### config.mk
export PLATFORM = sky130hd
export DESIGN_NAME = l1i_refill_responder
export DESIGN_NICKNAME = d
export VERILOG_FILES = /design/src/rtl/l1i_pkg.sv /design/src/rtl/l1i_refill_responder.sv
export SDC_FILE = /design/constraint.sdc
export NUM_CORES = 1
export LEC_CHECK = 0
export ABC_AREA = 1
export CAP_MARGIN = 20
export CELL_PAD_IN_SITES_DETAIL_PLACEMENT = 0
export CELL_PAD_IN_SITES_GLOBAL_PLACEMENT = 2
export CORE_ASPECT_RATIO = 0.75
export CORE_MARGIN = 1.5
export CORE_UTILIZATION = 30
export CTS_CLUSTER_SIZE = 12
export DETAILED_ROUTE_END_ITERATION = 12
export HOLD_SLACK_MARGIN = 0.08
export PLACE_DENSITY_LB_ADDON = 0.3
export SYNTH_ARGS = -nofsm -noshare
export SYNTH_HDL_FRONTEND = slang
export SYNTH_SLANG_ARGS = --single-unit
### constraint.sdc
create_clock -name clk -period 6.38 [get_ports clk]
set_input_delay 1.276 -clock clk [delete_from_list [all_inputs] [get_ports clk]]
set_output_delay 1.276 -clock clk [all_outputs]
set_load 0.01 [all_outputs]
### src/rtl/l1i_pkg.sv
// Definitions shared between the L1 instruction cache and its refill responder.
// Address split is TAG/INDEX/OFFSET = 23/5/4 over a 32-bit byte address.
package l1i_pkg;

    localparam int LINE_WORDS  = 4;
    localparam int TAG_W       = 23;
    localparam int INDEX_W     = 5;
    localparam int OFFSET_W    = 4;
    localparam int LINE_ADDR_W = TAG_W + INDEX_W;
    localparam int BEAT_W      = $clog2(LINE_WORDS);

    typedef enum logic [2:0] {
        ST_IDLE,
        ST_FETCH,
        ST_CAPT,
        ST_WAIT,
        ST_BEAT,
        ST_DONE
    } state_t;

    // Word address of a given beat within a line.
    function automatic logic [LINE_ADDR_W+BEAT_W-1:0] word_addr(
        input logic [LINE_ADDR_W-1:0] line,
        input logic [BEAT_W-1:0]      beat
    );
        return {line, beat};
    endfunction

endpackage

### src/rtl/l1i_refill_responder.sv
// Serves an L1I line miss by reading four words from a word SRAM and returning
// them as single-cycle beats, with WAIT_CYCLES idle cycles ahead of each beat.
module l1i_refill_responder
    import l1i_pkg::*;
#(
    parameter int WAIT_CYCLES = 2
) (
    input  logic        clk,
    input  logic        rst,
    input  logic        I_req,
    input  logic [31:0] I_addr,
    input  logic        axi_valid,
    output logic [31:0] I_out,
    output logic        axi_ready,
    output logic        mem_en,
    output logic [29:0] mem_addr,
    input  logic [31:0] mem_rdata,
    output logic        busy,
    output logic [15:0] line_count
);

    state_t                  r_state;
    logic [BEAT_W-1:0]       r_beat;
    logic [3:0]              r_wait;
    logic [LINE_ADDR_W-1:0]  r_line;
    logic [31:0]             r_data;
    logic [31:0]             r_out;
    logic                    r_axi_ready;
    logic                    r_mem_en;
    logic [29:0]             r_mem_addr;
    logic                    r_busy;
    logic [15:0]             r_line_count;

    // Byte offset within the line carries no information for a whole-line refill.
    logic w_unused_offset;
    assign w_unused_offset = ^I_addr[OFFSET_W-1:0];

    // Outputs are registered: each transition sets the outputs of the state it enters.
    always_ff @(posedge clk or posedge rst) begin
        if (rst) begin
            r_state      <= ST_IDLE;
            r_beat       <= '0;
            r_wait       <= '0;
            r_line       <= '0;
            r_data       <= '0;
            r_out        <= '0;
            r_axi_ready  <= 1'b0;
            r_mem_en     <= 1'b0;
            r_mem_addr   <= '0;
            r_busy       <= 1'b0;
            r_line_count <= '0;
        end else begin
            r_out       <= '0;
            r_axi_ready <= 1'b0;
            r_mem_en    <= 1'b0;
            r_mem_addr  <= '0;
            case (r_state)
                ST_IDLE: begin
                    if (axi_valid && I_req) begin
                        r_line     <= I_addr[31:OFFSET_W];
                        r_beat     <= '0;
                        r_state    <= ST_FETCH;
                        r_mem_en   <= 1'b1;
                        r_mem_addr <= word_addr(I_addr[31:OFFSET_W], '0);
                        r_busy     <= 1'b1;
                    end
                end
                ST_FETCH: begin
                    r_state <= ST_CAPT;
                end
                ST_CAPT: begin
                    r_data <= mem_rdata;
                    if (WAIT_CYCLES > 0) begin
                        r_wait  <= 4'(WAIT_CYCLES);
                        r_state <= ST_WAIT;
                    end else begin
                        r_state     <= ST_BEAT;
                        r_axi_ready <= 1'b1;
                        r_out       <= mem_rdata;
                    end
                end
                ST_WAIT: begin
                    if (r_wait <= 4'd1) begin
                        r_wait      <= '0;
                        r_state     <= ST_BEAT;
                        r_axi_ready <= 1'b1;
                        r_out       <= r_data;
                    end else begin
                        r_wait <= r_wait - 4'd1;
                    end
                end
                ST_BEAT: begin
                    // The beat counter only returns to zero via DONE/IDLE, never by wrapping here.
                    if (r_beat == BEAT_W'(LINE_WORDS - 1)) begin
                        r_state <= ST_DONE;
                    end else begin
                        r_beat     <= r_beat + 1'b1;
                        r_state    <= ST_FETCH;
                        r_mem_en   <= 1'b1;
                        r_mem_addr <= word_addr(r_line, r_beat + 1'b1);
                    end
                end
                ST_DONE: begin
                    r_line_count <= r_line_count + 16'd1;
                    r_beat       <= '0;
                    r_state      <= ST_IDLE;
                    r_busy       <= 1'b0;
                end
                default: begin
                    r_state <= ST_IDLE;
                    r_busy  <= 1'b0;
                end
            endcase
        end
    end

    assign I_out      = r_out;
    assign axi_ready  = r_axi_ready;
    assign mem_en     = r_mem_en;
    assign mem_addr   = r_mem_addr;
    assign busy       = r_busy;
    assign line_count = r_line_count;

endmodule

Word level (Yosys, flattened, before mapping)
Cells that the tools add are included.
- order comparisons: 1
- add/sub/neg operators: 3
- reductions and logical operators: 9
- equality and inequality tests: 9
- muxes and demuxes: 21
- bitwise logic cells: 1
- operators with widths (operator ; count):
    32-bit two-way mux ; 2
    30-bit two-way mux ; 2
    30-bit case mux with 2 select lines ; 1
    16-bit by 1-bit adder with 16-bit output (second input constant) ; 1
    3-bit case mux with 5 select lines ; 1
    3-bit two-way mux ; 3
    4-bit case mux with 2 select lines ; 1
    3-bit by 2-bit == test with 1-bit output (second input constant) ; 2
    3-bit == test (second input constant) ; 2
    2-bit inequality test (second input constant) ; 3
    2-bit case mux with 3 select lines ; 1
    2-bit AND reduction ; 3
    1-bit two-way mux ; 5
    4-bit by 1-bit <= comparator with 1-bit output (second input constant) ; 1
    2-bit two-way mux ; 2
    4-bit two-way mux ; 1
    1-bit case mux with 2 select lines ; 2
    4-bit OR reduction ; 1
    4-bit by 1-bit subtractor with 4-bit output (second input constant) ; 1
    3-bit by 1-bit == test with 1-bit output (second input constant) ; 1
    3-bit logical NOT ; 1
    3-bit AND reduction ; 1
    3-bit nonzero test ; 1
    2-bit by 1-bit adder with 2-bit output (second input constant) ; 1
    4 further kinds ; 4
- flip-flop bits (word level): 150
- output and inout bits: 81
- logic and storage cells: 55

Depth between registers and ports, before layout
- depth after elaboration: 4
- depth in mapped cells: 9
- gate-level depth less buffers: 9

Worst setup path after synthesis
OpenSTA, ideal clock, no wires.
- path type: input port to flip-flop
- start: input axi_valid
- end: register r_line[10]
- arrival time: 1.924 ns
- path slack: 4.330 ns
- stages: 5
- path buffers: 2
- required time: 6.254 ns
- cell sequence: nand2_1 -> nor3_2 -> buf_6 -> buf_2 -> o21ai_0
- cells in the longest elaborated chain, start to end: 2
- ends and longest elaborated chain (element ; line ; source):
    from (decl) ; l1i_refill_responder.sv:12 ; input logic axi_valid,
    1-bit logical AND ; l1i_refill_responder.sv:59 ; if (axi_valid && I_req) begin
    2-bit AND reduction (no line) ; n/a ;
    to (signal assigned) ; l1i_refill_responder.sv:60 ; r_line <= I_addr[31:OFFSET_W];
    to (decl) ; l1i_refill_responder.sv:25 ; logic [LINE_ADDR_W-1:0] r_line;
No other way between the ends.
A chain may end at the register's enable or synchronous reset.

Worst setup path after layout
- start: register r_line_count[4], in the netlist line_count[4]
- end: output line_count[4]
- RTL lines (element ; line ; source):
    from (decl) ; l1i_refill_responder.sv:32 ; logic [15:0] r_line_count;
    from (signal assigned) ; l1i_refill_responder.sv:104 ; r_line_count <= r_line_count + 16'd1;
    to (decl) ; l1i_refill_responder.sv:19 ; output logic [15:0] line_count
No word-level cell between the ends.

==> impl_metrics.ini <==
[run_status]
status = finished, final reports clean

[critical_path]
start_kind = flip-flop
critical_path_buf_inv_count = 1
worst_path_largest_cell_delay_ns = 0.57
r2r-end = I_out[15]$_DFF_PP0_
setup.worst_path.class = reg -> out
cp_max_fo = 4
crit_arrival_ns = 1.40
startpoint = line_count[4]$_DFFE_PP0N_
cp_slowest_cell = clkdlybuf4s50_1
crit_chain = clkdlybuf4s50_1
cp_num_cells = 1
crit-reg2reg-launch = r_wait[0]$_DFFE_PP0P_
cpLargestDelayFamily = buffers and inverters
r2r_setup_slack_ns = 4.60
reg2reg_depth = 6
cp-end-kind = output pin
required_ns = 5.10

[placed_design]
pre_cts_ws_ns = 3.19
placed_area_um2 = 7280
place_inst = 915
gp_congestion = 0.732
dp_hpwl_um = 7790
port_buffers = 144

[sta]
max_slew.worst_pin.slew_ns = 0.955
slew_headroom = 0.363
worst_slack_ns = 3.70
max_freq_mhz = 373
tns_ns = 0
period_needed_ns = 2.68
period_share = 0.420
fin_worst_skew_ns = 0.0117
rsz0062_at_grt = no
slew_viol_final = 0
finalSetupViolCount = 0
hold_viol_final = 0

[floorplan]
start_util = 0.306
coreArea_um2 = 18500
io_pins = 149
fp.dieH_um = 122
die_x_um = 162
dieArea_um2 = 19700
rows = 43

[finish]
layout.nets = 759
fill_cells = 1779
drive_gt1_frac = 0.0814
final_area_um2 = 7890
final_core_util = 0.428
fin_cells = 947
synthToLayoutAreaGrowth_pct = 39.6
antenna_cells = 0

[cts]
post_cts_buffers = 0
post_cts_resize_count = 0
hold_buffers = 0
clock-sinks = 150
cts_tree = yes
clockBufferDepth = 2
cts-root-buf = clkbuf_16
clk_pin_slew_ns = 0.06
cts_max_level = 4
clk_latency_ns = 0.42
numCtsBuffers = 17

[logic_synthesis]
synth_enable_flop_cells = 0
synthTopCellsByCount = dfrtp_1, inv_1, nor2_1
ys_types = 30
syn_nets = 612
yosys_warnings = 0
synth_area_leaders = dfrtp_1, inv_1, nor2_1
seq_area_frac_synth = 0.664
ys.flop_type = dfrtp_1
netlist_area_um2 = 5650
yosysTopAreaCell = dfrtp_1
ys_ff_latch = 150
async_flop_share = 1.00
syn_avg_cell_area_um2 = 10.5
synth.most_common_cell = dfrtp_1
netlist_instances = 540
synth_top_area_share = 0.664

[route]
wl_per_cell_um = 12.6
antenna_left = 0
first_iter_violations = 188
drc = 0
vias_per_cell = 4.20
dr.pass1.iters = 4
drt_wl_total_um = 12000
vias = 3982

[global_routing]
gr-usage-met1 = 0.163
grt_antenna_before_repair = 0
grt_busiest_layer = met2
track_usage = 0.133
use_met2 = 0.214
grt_pass1_vias = 4193
grt_max_degree = 108
use_met3 = 0.0538
grt_first_pass_wirelength_um = 20300
grt_overflow = 0

[power_and_ir_drop]
p_per_area_nw_per_um2 = 414
p_int_w = 0.00226
ir_worst_vdd_uv = 160
p_leak_nw = 3.79
comb_power_share = 0.267
seqPwrFrac = 0.417
p_sw_w = 0.00101
clock_power_share = 0.316
swShare = 0.310

[run]
cap_viol_max_count = 0

[min_path]
hp-class = reg -> reg
hold_depth = 2
min_from = busy$_DFFE_PP0P_
hold_end = busy$_DFFE_PP0P_
[sequential cells by signal, summed over array words and instances (netlist names)]
signal and count:
r_line 28, line_count 16, r_wait 4, I_out 32
mem_en 1, mem_addr 30, r_state 3, busy 1
r_beat 2, r_data 32, axi_ready 1
[power by group through the flow]
stage	Combinational, W	Sequential (W)	Clock, W
3_5_place_dp	0.000893	0.00138	0
6_report	0.000872	0.00136	0.00103
4_1_cts	0.000897	0.00137	0.00107
2_1_floorplan	0.000541	0.00140	0
5_1_grt	0.00101	0.00140	0.00111
3_3_place_gp	0.000863	0.00137	0
[per-stage QoR]
step	total power [W]	hold WS, ns
floorplan	0.00194	0.444
global placement	0.00224	0.466
detailed placement	0.00227	0.476
CTS	0.00333	0.490
global route	0.00352	0.520
finish	0.00327	0.481
[how the worst max path moves through the flow]
stage                           endpoint  slack, ns
6_report                   line_count[4]       3.70
3_5_place_dp      r_data[24]$_DFFE_PP0P_       3.19
3_3_place_gp   line_count[9]$_DFFE_PP0N_       3.22
5_1_grt           r_state[0]$_DFFE_PP0P_       3.48
4_1_cts              I_out[21]$_DFF_PP0_       3.63
2_1_floorplan         I_out[0]$_DFF_PP0_       1.07
[final cells by class]
type | count | area, um^2 | share of cell area
multi-input cells | 286 | 1420 | 0.180
inverters | 85 | 338 | 0.0428
flip-flops and latches | 150 | 3750 | 0.476
clock buffers | 18 | 439 | 0.0556
repair buffers | 147 | 1460 | 0.185
clock inverters | 14 | 173 | 0.0219
well taps | 247 | 309 | 0.0392
[layout by cell type, fill, tap and decap left out, drive strengths merged]
| cell | synthesis | final |
|---|---|---|
| inv | 84 | 87 |
| nor2 | 84 | 84 |
| nor3 | 3 | 3 |
| o22ai | 1 | 1 |
| xor2 | 7 | 7 |
| nand2 | 69 | 69 |
| clkinv | 0 | 6 |
| xnor2 | 5 | 5 |
| a211oi | 1 | 1 |
| buf | 17 | 3 |
| mux2 | 1 | 1 |
| ha | 4 | 4 |
| clkinvlp | 0 | 2 |
| clkdlybuf4s50 | 0 | 144 |
| clkbuf | 2 | 18 |
| nand3b | 1 | 1 |
| dfrtp | 150 | 150 |
| nand4 | 3 | 3 |
| nand3 | 9 | 9 |
| bufinv | 1 | 4 |
| a21oi | 33 | 33 |
| o21ai | 65 | 65 |
[layer usage]
layer  wire length, um  up-vias  share of wire
met2              5620       79           0.47
met4               117        0         0.0098
met1              5470     1928           0.46
met3               777       11          0.065
li1                  -     1964              -
met5                 0        -              0
[cells by family after synthesis]
group	synth area share
AND/OR/NAND/NOR	0.131
flip-flops	0.664
buffers and inverters	0.0868
AO/OA/AOI/OAI	0.0892
XOR/XNOR	0.0186
adder cells (fa/ha/maj)	0.00885
multiplexers	0.00199
Power figures use the tool's default switching activity.
